<file path="src/rtl/regfile_pkg.sv">
// Shared constants and types for the register-file read scheduler.
package regfile_pkg;

  localparam int REG_ADDR_W = 5;
  localparam int REG_DATA_W = 64;
  localparam logic [REG_ADDR_W-1:0] XZR_IDX = 5'd31;

  // Wide enough for the largest supported requester count (8).
  typedef logic [2:0] req_id_t;

endpackage

</file>
<file path="src/rtl/rr_arbiter.sv">
// Combinational round-robin arbiter: picks the first requester at or after
// ptr (wrapping). The one-hot grant is gated by enable; idx and found are not.
module rr_arbiter
  import regfile_pkg::*;
#(
  parameter int NREQ = 4
) (
  input  logic [NREQ-1:0] req,
  input  req_id_t         ptr,
  input  logic            enable,
  output logic [NREQ-1:0] grant,
  output req_id_t         idx,
  output logic            found
);

  // Scan from ptr upward modulo NREQ and keep the first active request.
  always_comb begin
    int c;
    c     = 0;
    grant = '0;
    idx   = '0;
    found = 1'b0;
    for (int k = 0; k < NREQ; k++) begin
      c = int'(ptr) + k;
      if (c >= NREQ) c = c - NREQ;
      if (!found && req[c]) begin
        found = 1'b1;
        idx   = req_id_t'(c);
      end
    end
    if (enable && found) grant = NREQ'(1) << idx;
  end

endmodule

</file>
<file path="src/rtl/regfile_read_sched.sv">
// Round-robin scheduler for the shared 32-entry register read mux.
// Stage 1 registers the granted index onto the mux select; stage 2 captures
// the mux output as the response. Build option REGFILE_XZR_ZERO_EN forces
// reads of index 31 (XZR) to return zero.
module regfile_read_sched
  import regfile_pkg::*;
#(
  parameter int NREQ   = 4,
  parameter int DATA_W = REG_DATA_W,
  parameter int ADDR_W = REG_ADDR_W
) (
  input  logic                     clock,
  input  logic                     reset,
  input  logic [NREQ-1:0]          req_valid,
  input  logic [NREQ*ADDR_W-1:0]   req_addr,
  output logic [NREQ-1:0]          req_ready,
  input  logic                     stall,
  output logic [ADDR_W-1:0]        mux_sel,
  input  logic [DATA_W-1:0]        mux_data,
  output logic                     rsp_valid,
  output logic [$clog2(NREQ)-1:0]  rsp_id,
  output logic [DATA_W-1:0]        rsp_data,
  output logic                     busy
);

  localparam int ID_W = $clog2(NREQ);

  logic [ADDR_W-1:0] mux_sel_q,   mux_sel_d;
  req_id_t           id1_q,       id1_d;
  logic              v1_q,        v1_d;
  req_id_t           rr_ptr_q,    rr_ptr_d;
  logic              rsp_valid_q, rsp_valid_d;
  logic [ID_W-1:0]   rsp_id_q,    rsp_id_d;
  logic [DATA_W-1:0] rsp_data_q,  rsp_data_d;

  logic [NREQ-1:0]   grant;
  req_id_t           gnt_idx;
  logic              gnt_found;
  logic              arb_en;
  logic              hs;
  logic [DATA_W-1:0] cap_data;

  assign arb_en = !reset && !stall;

  rr_arbiter #(.NREQ(NREQ)) u_arb (
    .req    (req_valid),
    .ptr    (rr_ptr_q),
    .enable (arb_en),
    .grant  (grant),
    .idx    (gnt_idx),
    .found  (gnt_found)
  );

  assign hs = |grant;

  // Value stage 2 captures: mux output, optionally zeroed for XZR reads.
  always_comb begin
    cap_data = mux_data;
`ifdef REGFILE_XZR_ZERO_EN
    if (mux_sel_q == ADDR_W'(XZR_IDX)) cap_data = '0;
`endif
  end

  // Next-state for both pipeline stages and the round-robin pointer; stall
  // freezes everything except the response strobe, which drops.
  always_comb begin
    mux_sel_d   = mux_sel_q;
    id1_d       = id1_q;
    v1_d        = v1_q;
    rr_ptr_d    = rr_ptr_q;
    rsp_valid_d = 1'b0;
    rsp_id_d    = rsp_id_q;
    rsp_data_d  = rsp_data_q;
    if (!stall) begin
      rsp_valid_d = v1_q;
      if (v1_q) begin
        rsp_id_d   = id1_q[ID_W-1:0];
        rsp_data_d = cap_data;
      end
      v1_d = hs;
      if (hs) begin
        mux_sel_d = req_addr[gnt_idx*ADDR_W +: ADDR_W];
        id1_d     = gnt_idx;
        rr_ptr_d  = (int'(gnt_idx) == NREQ - 1) ? '0 : gnt_idx + 1'b1;
      end
    end
  end

  // Pipeline and pointer registers; reset discards anything in flight.
  always_ff @(posedge clock) begin
    if (reset) begin
      mux_sel_q   <= '0;
      id1_q       <= '0;
      v1_q        <= 1'b0;
      rr_ptr_q    <= '0;
      rsp_valid_q <= 1'b0;
      rsp_id_q    <= '0;
      rsp_data_q  <= '0;
    end else begin
      mux_sel_q   <= mux_sel_d;
      id1_q       <= id1_d;
      v1_q        <= v1_d;
      rr_ptr_q    <= rr_ptr_d;
      rsp_valid_q <= rsp_valid_d;
      rsp_id_q    <= rsp_id_d;
      rsp_data_q  <= rsp_data_d;
    end
  end

  assign req_ready = grant;
  assign mux_sel   = mux_sel_q;
  assign rsp_valid = rsp_valid_q;
  assign rsp_id    = rsp_id_q;
  assign rsp_data  = rsp_data_q;
  assign busy      = v1_q | rsp_valid_q;

endmodule

</file>
<file path="config.mk">
export PLATFORM = sky130hd
export DESIGN_NAME = regfile_read_sched
export DESIGN_NICKNAME = d
export VERILOG_FILES = /design/src/rtl/regfile_pkg.sv /design/src/rtl/rr_arbiter.sv /design/src/rtl/regfile_read_sched.sv
export SDC_FILE = /design/constraint.sdc
export NUM_CORES = 1
export LEC_CHECK = 0
export BUFFER_PORTS_ARGS = -buffer_cell sky130_fd_sc_hd__clkbuf_2
export CORE_ASPECT_RATIO = 1.75
export CORE_MARGIN = 8
export CORE_UTILIZATION = 35
export DETAILED_ROUTE_END_ITERATION = 8
export PLACE_DENSITY = 0.74
export RECOVER_POWER = 25
export SYNTH_ARGS = -nofsm -noshare
export SYNTH_HDL_FRONTEND = slang
export SYNTH_SLANG_ARGS = --single-unit
</file>
<file path="constraint.sdc">
create_clock -name clock -period 3.1 [get_ports clock]
set_input_delay 0.155 -clock clock [delete_from_list [all_inputs] [get_ports clock]]
set_output_delay 0.155 -clock clock [all_outputs]
set_load 0.05 [all_outputs]
</file>
# == Word level (Yosys, flattened, before mapping) ==
# Index checks and enable logic that the tools add are counted.
# word_totals
out_inout_bits,77
mem_count,0
romBits,0
input_bits,91
elab_cells,69
mem_bits_rw,0
latchBits,0
ff_bits,78
# op_classes
eq_ne,1
n_reduce_logical,14
bitwise,2
order_cmp,8
muxes,26
addsub,8
shifts,2
n_mul,1
n_div,0
# ops
op,n
$lt A32 B4 Y1 const B,4
$mux W32,4
$ge A32 B4 Y1 const B,3
$sub A32 B4 Y32 const B,3
$shiftx A20 B7 Y5,1
$mux W3,5
$mux W1,12
$add A3 B2 Y4 const B,2
$bmux W1 S2,4
$mul A3 B3 Y6 const B,1
$logic_and A1 B1 Y1,5
$logic_not A1 Y1,5
$add A3 B1 Y4 const B,1
$mux W4,1
$reduce_and A2 Y1,2
$reduce_or A4 Y1,1
$shl A1 B3 Y4 const A,1
$sub A3 B3 Y4 const B,1
$add A3 B1 Y3 const B,1
$eq A3 B3 Y1 const B,1
$ge A3 B3 Y1 const B,1
$reduce_or A2 Y1,1
$not A1 Y1,1
$or A1 B1 Y1,1

# == Longest topological paths before layout ==
# Gate-level depths: netlist of the first run.
# depth
depth_word,19
depth_mapped,15

# == Cells and area by module ==
# From an unflattened synthesis of the first run, not the netlist that was laid out.
# unflattened
cells_unflattened,397
area_unflattened_um2,3298.2
# modules_own_cells
mod,area_per_inst_um2,seq_area_each_um2,n_inst,cells_per_inst
regfile_read_sched,2877.8,1561.5,1,342
rr_arbiter,420.4,0.0,1,55

# == Least setup slack after synthesis of the first run ==
# OpenSTA, ideal clock, no wires.
# synth_timing
path_kind,flip-flop to output port
start,register rr_ptr_q[0]
end,output port req_ready[3]
n_path_buf,3
arrival_ns,3.152
path_stages_with_launch,14
path_slack_ns,-0.207
required_ns,2.945
cell_sequence,dfxtp_1 buf_6 buf_2 inv_1 ha_1 mux4_2 or2_4 nor3_4 nor2_2 buf_6 inv_1 ha_1 inv_1 nor2_1
# synth_between
elab_chain_len,17
# synth_rtl
item,line_no,rtl
from (decl),regfile_read_sched.sv:31,"req_id_t rr_ptr_q, rr_ptr_d;"
from (signal assigned),regfile_read_sched.sv:103,rr_ptr_q <= rr_ptr_d;
branches (longest 16 deep; another with $sub A32 B4 Y32),-,
$mux W4 (*),rr_arbiter.sv:31,if (enable && found) grant = NREQ'(1) << idx;
to (decl),regfile_read_sched.sv:16,"output logic [NREQ-1:0] req_ready,"
# Every way passes the cells marked *. The select of a mux whose other input is x is not followed.

# == Worst setup path after layout of the first run ==
# layout_timing
start,register rr_ptr_q[1]
end,output port req_ready[0]
# Same word-level chain as after synthesis.

==> results.tsv, run 1 <==
metric	value	unit
status	finished, final reports clean	
syn-num-nets	526	
coreArea	9729	µm²
grt_pass1_vias	3709	
diodes	0	
grt_max_degree	77	
port_buffers	167	
relSlewSlack	0.3680	
io_pins	168	
layout_setup_ws	0.1654	ns
syn_area	3435	µm²
cts_buffers	9	
avgSynthCellArea	7.950	µm²
pwr-share-clk	0.393	
drt_first_pass_iters	5	
synth_edf_count	0	
p_total	2.909	mW
crit_slowest_cell	dfxtp_2	
antenna_found_initial	0	
fin_area	4795	µm²
initial_core_util	0.3530	
leakagePower	1.978	nW
tns	0	ns
min_path_type	in -> reg	
cts_tree	built	
netlist_top_cells_count	nand2_1, dfxtp_1, a21oi_1, clkbuf_1, o21ai_0	
p_sw_frac	0.2926	
synth_warnings	0	
critPathKind	reg -> out	
synthesis.instances	432	
grt_pass1_wl	17810	µm
synth_area_leaders	dfxtp_1, nand2_1, a21oi_1	
skew	0.005726	ns
yosysMostFrequentCell	nand2_1	
grt-ovfl-total	0	
root_buffer	clkbuf_16	
synth.top_cell.area_share	0.4546	
rows	48	
ir_drop	0.3026	mV
die_h	147.0	µm
ant_nets	0	
dpl_cell_area	4477	µm²
insertion_delay	0.32	ns
switchingPower	0.8513	mW
fin_crit_sh	0.9467	
die_x	90.88	µm
fin_crit	2.935	ns
multiInputGateArea	1752	µm²
vias	3645	
synth_flop_cell	dfxtp_1	
worst_ep_arrival_time	2.78	ns
critPathMaxStageDelay	0.39	ns
synthDistinctLibCells	42	
seq_area	1564	µm²
dr.first_iter.drc_count	140	
r2r_slack	0.30	ns
tightest_slew	0.9480	ns
routed_wl	11170	µm
setup_viol	0	
crit_path_max_fanout	7	
wl_per_cell	15.41	µm
holdBufCountCts	0	
vias_per_cell	5.028	
start_kind	register	
routabilityCongestion	0.8891	
drcViolationCount	0	
grtUsageTotal	0.1619	
worstPathRequired	2.94	ns
clkSlewWorstSetupHoldPaths	0.06	ns
clk_path_buf_depth	2	
place_ws	0.09194	ns
end_kind	output pin	
synth-async-reset-ratio	0	
slew_viol_final	0	
power.density	606.8	nW/µm²
rsz0062_at_grt	false	
max_freq	340.8	MHz
final_nets	689	
drive_gt1_frac	0.3133	
final_util	0.4928	
p_int	2.058	mW
maxCapViolCount	0	
hold_viol_final	0	
nFillCells	975	
path_cells	inv_1, ha_2, mux4_2, buf_4, and3_1, o2111ai_2, and3_4, nand3_2, nor2_2, buf_12	
power_frac_comb	0.238	
synth_seq_cells	78	
dpl.hpwl	8504	µm
area_delta_synth_final	39.60	%
dieArea	13360	µm²
htreeDepth	3	
seq_power_share	0.369	
ys_seq_area_frac	0.4546	
clock-sinks	78	
yosys.area.top_type	dfxtp_1	
==> repair_timing <==
action,in CTS,in global routing
buffers inserted,0,0
endpoints found under the setup margin,3,11
resized for setup,6,3
cloned,0,0
==> routing by layer <==
metal  routed length (µm)  vias to the layer above  GRT usage
li1                     -                     1797          -
met1                 4076                     1669     0.1526
met2                 6037                      157     0.3012
met3                  740                       22    0.05365
met4                  315                        0    0.08244
met5                    0                        -          0
==> registers in the layout, indices dropped and copies added, names as in the netlist <==
signal,count
rsp_data,64
mux_sel,5
rr_ptr_q,3
id1_q,2
rsp_id,2
rsp_valid,1
v1_q,1
==> placed cells by master (no fill, tap or decap), types with 6 or more instances in the layout <==
cell,n
nand2_1,146
buf_4,13
clkbuf_16,9
clkbuf_2,125
dfxtp_1,76
clkbuf_1,39
o21ai_0,14
inv_1,8
a21oi_1,76
nand3b_1,6
nand3_1,7
==> cells by family after synthesis <==
logic type	share of synthesized area
adder cells (fa/ha/maj)	0.01093
flip-flops	0.4546
multiplexers	0.04299
AO/OA/AOI/OAI	0.2095
AND/OR/NAND/NOR	0.2350
buffers and inverters	0.04699
==> stage by stage <==
step	hold WS, ns	cells
2_1_floorplan	0.2910	432
3_3_place_gp	0.3770	709
3_5_place_dp	0.3840	709
4_1_cts	0.03073	725
5_1_grt	0.03856	725
6_report	0.04819	725
==> critical path: cells and delay by family, from the launching register on <==
family          cells  cell delay [ns]
compound gates      1             0.22
fa+ha+maj           1             0.39
buf+inv             3             0.40
flops               1             0.39
mux                 1             0.32
simple gates        4             0.73
==> path summary, 6_finish.rpt <==
kind / from / to / cells after the start
min reg2reg: rsp_data[1] / rsp_data[1] / 2
max reg2reg: rr_ptr_q[1] / mux_sel[2] / 12
max: rr_ptr_q[1] / req_ready[0] / 10
min: mux_data[2] / rsp_data[2] / 3
==> power by group through the flow <==
stage | registers [mW] | logic [mW] | clock network, mW
2_1_floorplan | 1.21 | 0.347 | 0
3_3_place_gp | 1.09 | 0.667 | 0
3_5_place_dp | 1.09 | 0.683 | 0
4_1_cts | 1.07 | 0.691 | 1.18
5_1_grt | 1.08 | 0.746 | 1.22
6_report | 1.07 | 0.691 | 1.14
==> area by class of cell <==
cell class,instances,share of cell area
multi-input cells,317,0.3653
flip-flops and latches,78,0.3262
repair buffers,181,0.1996
clock buffers,13,0.05637
well taps,125,0.03262
clock inverters,3,0.01357
inverters,8,0.006263
Power figures use the tool's default switching activity.
==> run 2: changes to the inputs <==
--- a/config.mk
+++ b/config.mk
@@ -10,8 +10,10 @@
 export CORE_MARGIN = 8
 export CORE_UTILIZATION = 35
 export DETAILED_ROUTE_END_ITERATION = 8
-export PLACE_DENSITY = 0.74
+export PLACE_DENSITY = 0.75
 export RECOVER_POWER = 25
+export REMOVE_ABC_BUFFERS = 1
 export SYNTH_ARGS = -nofsm -noshare
 export SYNTH_HDL_FRONTEND = slang
+export SYNTH_HIERARCHICAL = 1
 export SYNTH_SLANG_ARGS = --single-unit
==> results.tsv, run 2 <==
metric	value	unit
diodes	0	
hold_start	mux_data[47]	
area_delta_synth_final	37.59	%
worst_path_dominant_cell_family	simple AND/OR/NAND/NOR gates	
fin_cells	678	
max_freq	343.6	MHz
final_cell_mix	nand2_1, clkbuf_2, dfxtp_1, a21oi_1, clkbuf_1	
switchingPower	0.7991	mW
avgSynthCellArea	8.313	µm²
hold_end	rsp_data[47]	
clkSlewWorstSetupHoldPaths	0.06	ns
grtUsageTotal	0.1571	
skew	0.007279	ns
wl_per_cell	15.06	µm
syn_area	3292	µm²
synthesis.instances	396	
synth_warnings	6	
grt-ovfl-total	0	
pwr-share-clk	0.418	
die_x	89.31	µm
drcViolationCount	0	
clock-sinks	78	
slew_viol_final	0	
rsz0062_at_grt	false	
rr_worst_depth	10	
tightest_slew	0.7682	ns
fin_crit	2.910	ns
path_cells	inv_1, ha_4, or2_4, a2111oi_4, a31oi_2, o211ai_2, and3b_1, or4_4, o2111ai_1, a21oi_1	
layout_commonest_cell	nand2_1	
initial_core_util	0.3543	
die_h	144.3	µm
cts_tree	built	
maxCapViolCount	0	
dpl_cell_area	4202	µm²
dr.first_iter.drc_count	122	
post-place-cells	662	
drive_gt1_frac	0.3183	
drt_first_pass_iters	4	
r2r_end	rr_ptr_q[0]	
ir_drop	0.3422	mV
hold_viol_final	0	
grt_pass1_vias	3263	
fin_crit_sh	0.9388	
ant_nets	0	
leakagePower	1.796	nW
cp_num_buf_inv	1	
crit_path_max_fanout	10	
r2r_slack	0.19	ns
start_kind	register	
min_path_type	in -> reg	
relSlewSlack	0.4879	
power.density	628.0	nW/µm²
status	finished, final reports clean	
grt_max_degree	76	
largest_register_ffs	64	
r2r_start	rr_ptr_q[0]	
power_frac_comb	0.208	
worstPathRequired	3.27	ns
dieArea	12890	µm²
whs_path_depth	3	
vias	3366	
p_total	2.844	mW
setup_viol	0	
vias_per_cell	4.965	
p_int	2.045	mW
insertion_delay	0.33	ns
crit_slowest_cell	or4_4	
dpl.hpwl	7697	µm
layout_setup_ws	0.1897	ns
coreArea	9291	µm²
p_sw_frac	0.2809	
port_buffers	167	
place_ws	0.02105	ns
hold_ws	0.04428	ns
critPathMaxStageDelay	0.56	ns
seq_power_share	0.374	
fin_area	4529	µm²
io_pins	168	
grt_pass1_wl	15550	µm
final_nets	645	
end_kind	register	
root_buffer	clkbuf_16	
tns	0	ns
cts_buffers	9	
worst_ep_arrival_time	3.08	ns
rows	47	
clk_path_buf_depth	2	
final_util	0.4875	
critPathKind	reg -> reg	
routabilityCongestion	0.8627	
htreeDepth	3	
antenna_found_initial	0	
routed_wl	10210	µm
==> run 2: layer usage <==
layer | global-route usage | wire length (µm) | part of all wire | vias up
li1 | - | - | - | 1638
met1 | 0.1470 | 3543 | 0.35 | 1564
met2 | 0.2856 | 5592 | 0.55 | 130
met3 | 0.04781 | 660 | 0.065 | 34
met4 | 0.09436 | 413 | 0.040 | 0
met5 | 0 | 0 | 0 | -
==> run 2: power by group through the flow <==
| stage | Clock (mW) | Sequential, mW | Combinational, mW |
|---|---|---|---|
| 2_1_floorplan | 0 | 1.21 | 0.252 |
| 3_3_place_gp | 0 | 1.09 | 0.566 |
| 3_5_place_dp | 0 | 1.09 | 0.581 |
| 4_1_cts | 1.23 | 1.07 | 0.582 |
| 5_1_grt | 1.27 | 1.07 | 0.635 |
| 6_report | 1.19 | 1.06 | 0.591 |
==> run 2: worst register-to-register path: cells and delay by family, from the launching register on <==
| kind | cells | cell delay [ns] |
|---|---|---|
| buf+inv | 1 | 0.08 |
| simple gates | 3 | 1.07 |
| fa+ha+maj | 1 | 0.30 |
| compound gates | 5 | 0.98 |
| flops | 1 | 0.33 |
==> run 2: area by class of cell <==
cell class / count / area (µm²)
clock inverter: 5 / 106.4
clock buffer: 11 / 232.7
inverter: 8 / 30.03
timing repair buffer: 175 / 863.3
multi-input combinational: 279 / 1583
sequential: 78 / 1562
fill: 945 / 4762
tap: 122 / 152.6
==> run 2: worst max path at each step <==
stage                start     endpoint  slack, ns  cells after the start
5_1_grt        rr_ptr_q[0]  rr_ptr_q[0]       0.08                     10
3_3_place_gp   rr_ptr_q[0]  rr_ptr_q[0]       0.15                     10
2_1_floorplan  rr_ptr_q[0]   mux_sel[0]      -1.60                      8
3_5_place_dp   rr_ptr_q[1]   mux_sel[2]       0.02                     10
6_report       rr_ptr_q[0]  rr_ptr_q[0]       0.19                     10
4_1_cts        rr_ptr_q[1]   mux_sel[0]     0.0007                     10
==> run 2: what timing repair did <==
action | in CTS | in global routing
setup endpoints to repair | 0 | 14
hold endpoints to repair | 0 | 0
setup buffers | 0 | 0
gates resized for setup | 0 | 6
hold buffers | 0 | 0
==> run 3: changes to the inputs <==
--- a/config.mk
+++ b/config.mk
@@ -8,9 +8,9 @@
 export BUFFER_PORTS_ARGS = -buffer_cell sky130_fd_sc_hd__clkbuf_2
 export CORE_ASPECT_RATIO = 1.75
 export CORE_MARGIN = 8
-export CORE_UTILIZATION = 35
+export CORE_UTILIZATION = 41
 export DETAILED_ROUTE_END_ITERATION = 8
-export PLACE_DENSITY = 0.75
+export PLACE_DENSITY = 0.84
 export RECOVER_POWER = 25
 export REMOVE_ABC_BUFFERS = 1
 export SYNTH_ARGS = -nofsm -noshare
==> results.tsv, run 3 (synthesized netlist as in run 2, its figures left out) <==
metric	value	unit
vias	3296	
clock-sinks	78	
drcViolationCount	0	
cts_setup_buffers	0	
dpl.hpwl	7759	µm
die_x	83.74	µm
drt_first_pass_iters	4	
dieArea	11270	µm²
tns	0	ns
fin_area	4486	µm²
diodes	0	
worst_path_dominant_cell_family	simple AND/OR/NAND/NOR gates	
antenna_found_initial	0	
grt_pass1_vias	3323	
critPathMaxStageDelay	0.58	ns
slew_viol_final	0	
grtUsageTotal	0.1713	
grt_pass1_wl	15910	µm
drive_gt1_frac	0.3244	
seq_power_share	0.383	
ant_nets	0	
setup_viol	0	
clkSlewWorstSetupHoldPaths	0.06	ns
leakagePower	1.813	nW
area_delta_synth_final	36.26	%
cts_tree	built	
layout_commonest_cell	nand2_1	
io_pins	168	
clk_path_buf_depth	2	
coreArea	7855	µm²
p_int	1.968	mW
wl_per_cell	15.78	µm
port_buffers	167	
fin_crit	2.940	ns
final_nets	647	
path_cells	inv_1, ha_4, mux2_2, nor3b_2, o2111ai_2, o211ai_2, and3b_1, or4_4, o2111ai_1, a21oi_1	
power_frac_comb	0.216	
r2r_slack	0.16	ns
p_total	2.778	mW
r2r_start	rr_ptr_q[0]	
switchingPower	0.8103	mW
pwr-share-clk	0.401	
status	finished, final reports clean	
rsz0062_at_grt	false	
p_sw_frac	0.2917	
vias_per_cell	5.086	
r2r_end	rr_ptr_q[0]	
initial_core_util	0.4191	
crit_slowest_cell	or4_4	
tightest_slew	0.8199	ns
crit_start	rr_ptr_q[0]	
grt_max_degree	76	
dr.first_iter.drc_count	161	
root_buffer	clkbuf_16	
crit_path_max_fanout	7	
hold_viol_final	0	
skew	0.009915	ns
ir_drop	0.4585	mV
htreeDepth	3	
final_cell_mix	nand2_1, clkbuf_2, dfxtp_1, a21oi_1, clkbuf_1	
routabilityCongestion	0.8489	
min_path_type	in -> reg	
cp_num_buf_inv	1	
cts_buffers	9	
fin_crit_sh	0.9484	
hold_ws	0.03854	ns
grt-ovfl-total	0	
critPathKind	reg -> reg	
rr_worst_depth	10	
dpl_cell_area	4177	µm²
power.density	619.3	nW/µm²
rows	43	
worstPathRequired	3.27	ns
routed_wl	10230	µm
worst_ep_arrival_time	3.11	ns
largest_register_ffs	64	
relSlewSlack	0.4534	
end_kind	register	
maxCapViolCount	0	
endpoint	rr_ptr_q[0]	
cp_num_cells	10	
holdBufCountCts	0	
insertion_delay	0.33	ns
max_freq	340.1	MHz
start_kind	register	
die_h	134.5	µm
==> run 3: changes by cell type in the layout (fill, tap and decap cells not counted), sizes merged <==
| cell | delta |
|---|---|
| bufinv | -1 |
| buf | +2 |
| clkbuf | -2 |
| clkinvlp | -1 |
| clkinv | +4 |
==> run 3: layer usage <==
metal / routed length [µm] / part of all wire / track usage / vias to the layer above
met3: 593 / 0.058 / 0.05368 / 18
met1: 3564 / 0.35 / 0.1594 / 1526
li1: - / - / - / 1646
met4: 242 / 0.024 / 0.08591 / 0
met2: 5827 / 0.57 / 0.3231 / 106
met5: 0 / 0 / 0 / -
==> run 3: worst min-delay path, cell delays in order <==
cell and delay (ns):
clkbuf_2 0.08, nand2_1 0.04, a21oi_1 0.05
==> run 3: worst min-delay path by stage <==
stage | startpoint | end | depth (start not counted)
after floorplan | reset | id1_q[0] | 1
after CTS | mux_data[41] | rsp_data[41] | 3
after detailed placement | mux_data[35] | rsp_data[35] | 3
final | mux_data[4] | rsp_data[4] | 3
after global routing | mux_data[21] | rsp_data[21] | 3
after global placement | mux_data[26] | rsp_data[26] | 3
==> run 3: layout make-up <==
cell class              count  area, µm²
repair buffers            177      879.6
fillers                   756       3369
clock inverters             7      96.34
inverters                   8      30.03
flip-flops and latches     78       1562
multi-input cells         279       1580
well taps                  90      112.6
clock buffers               9      225.2
==> run 3: what timing repair did <==
action / CTS / global route
endpoints found under the hold margin: 0 / 0
resized for setup: 3 / 3
endpoints found under the setup margin: 5 / 13
==> run 3: metrics by stage <==
step           setup slack [ns]  utilization  cells
3_5_place_dp           -0.02833       0.5317    632
6_report                 0.1598       0.5710    648
3_3_place_gp             0.1712       0.5317    632
4_1_cts                 0.02928       0.5747    648
2_1_floorplan            -1.595            -    365
5_1_grt                 0.02182       0.5710    648
==> run 3: power by group through the flow <==
stage	sequential (mW)	combinational, mW	clock (mW)
2_1_floorplan	1.21	0.252	0
3_3_place_gp	1.08	0.570	0
3_5_place_dp	1.09	0.585	0
4_1_cts	1.07	0.594	1.14
5_1_grt	1.07	0.639	1.18
6_report	1.06	0.599	1.11
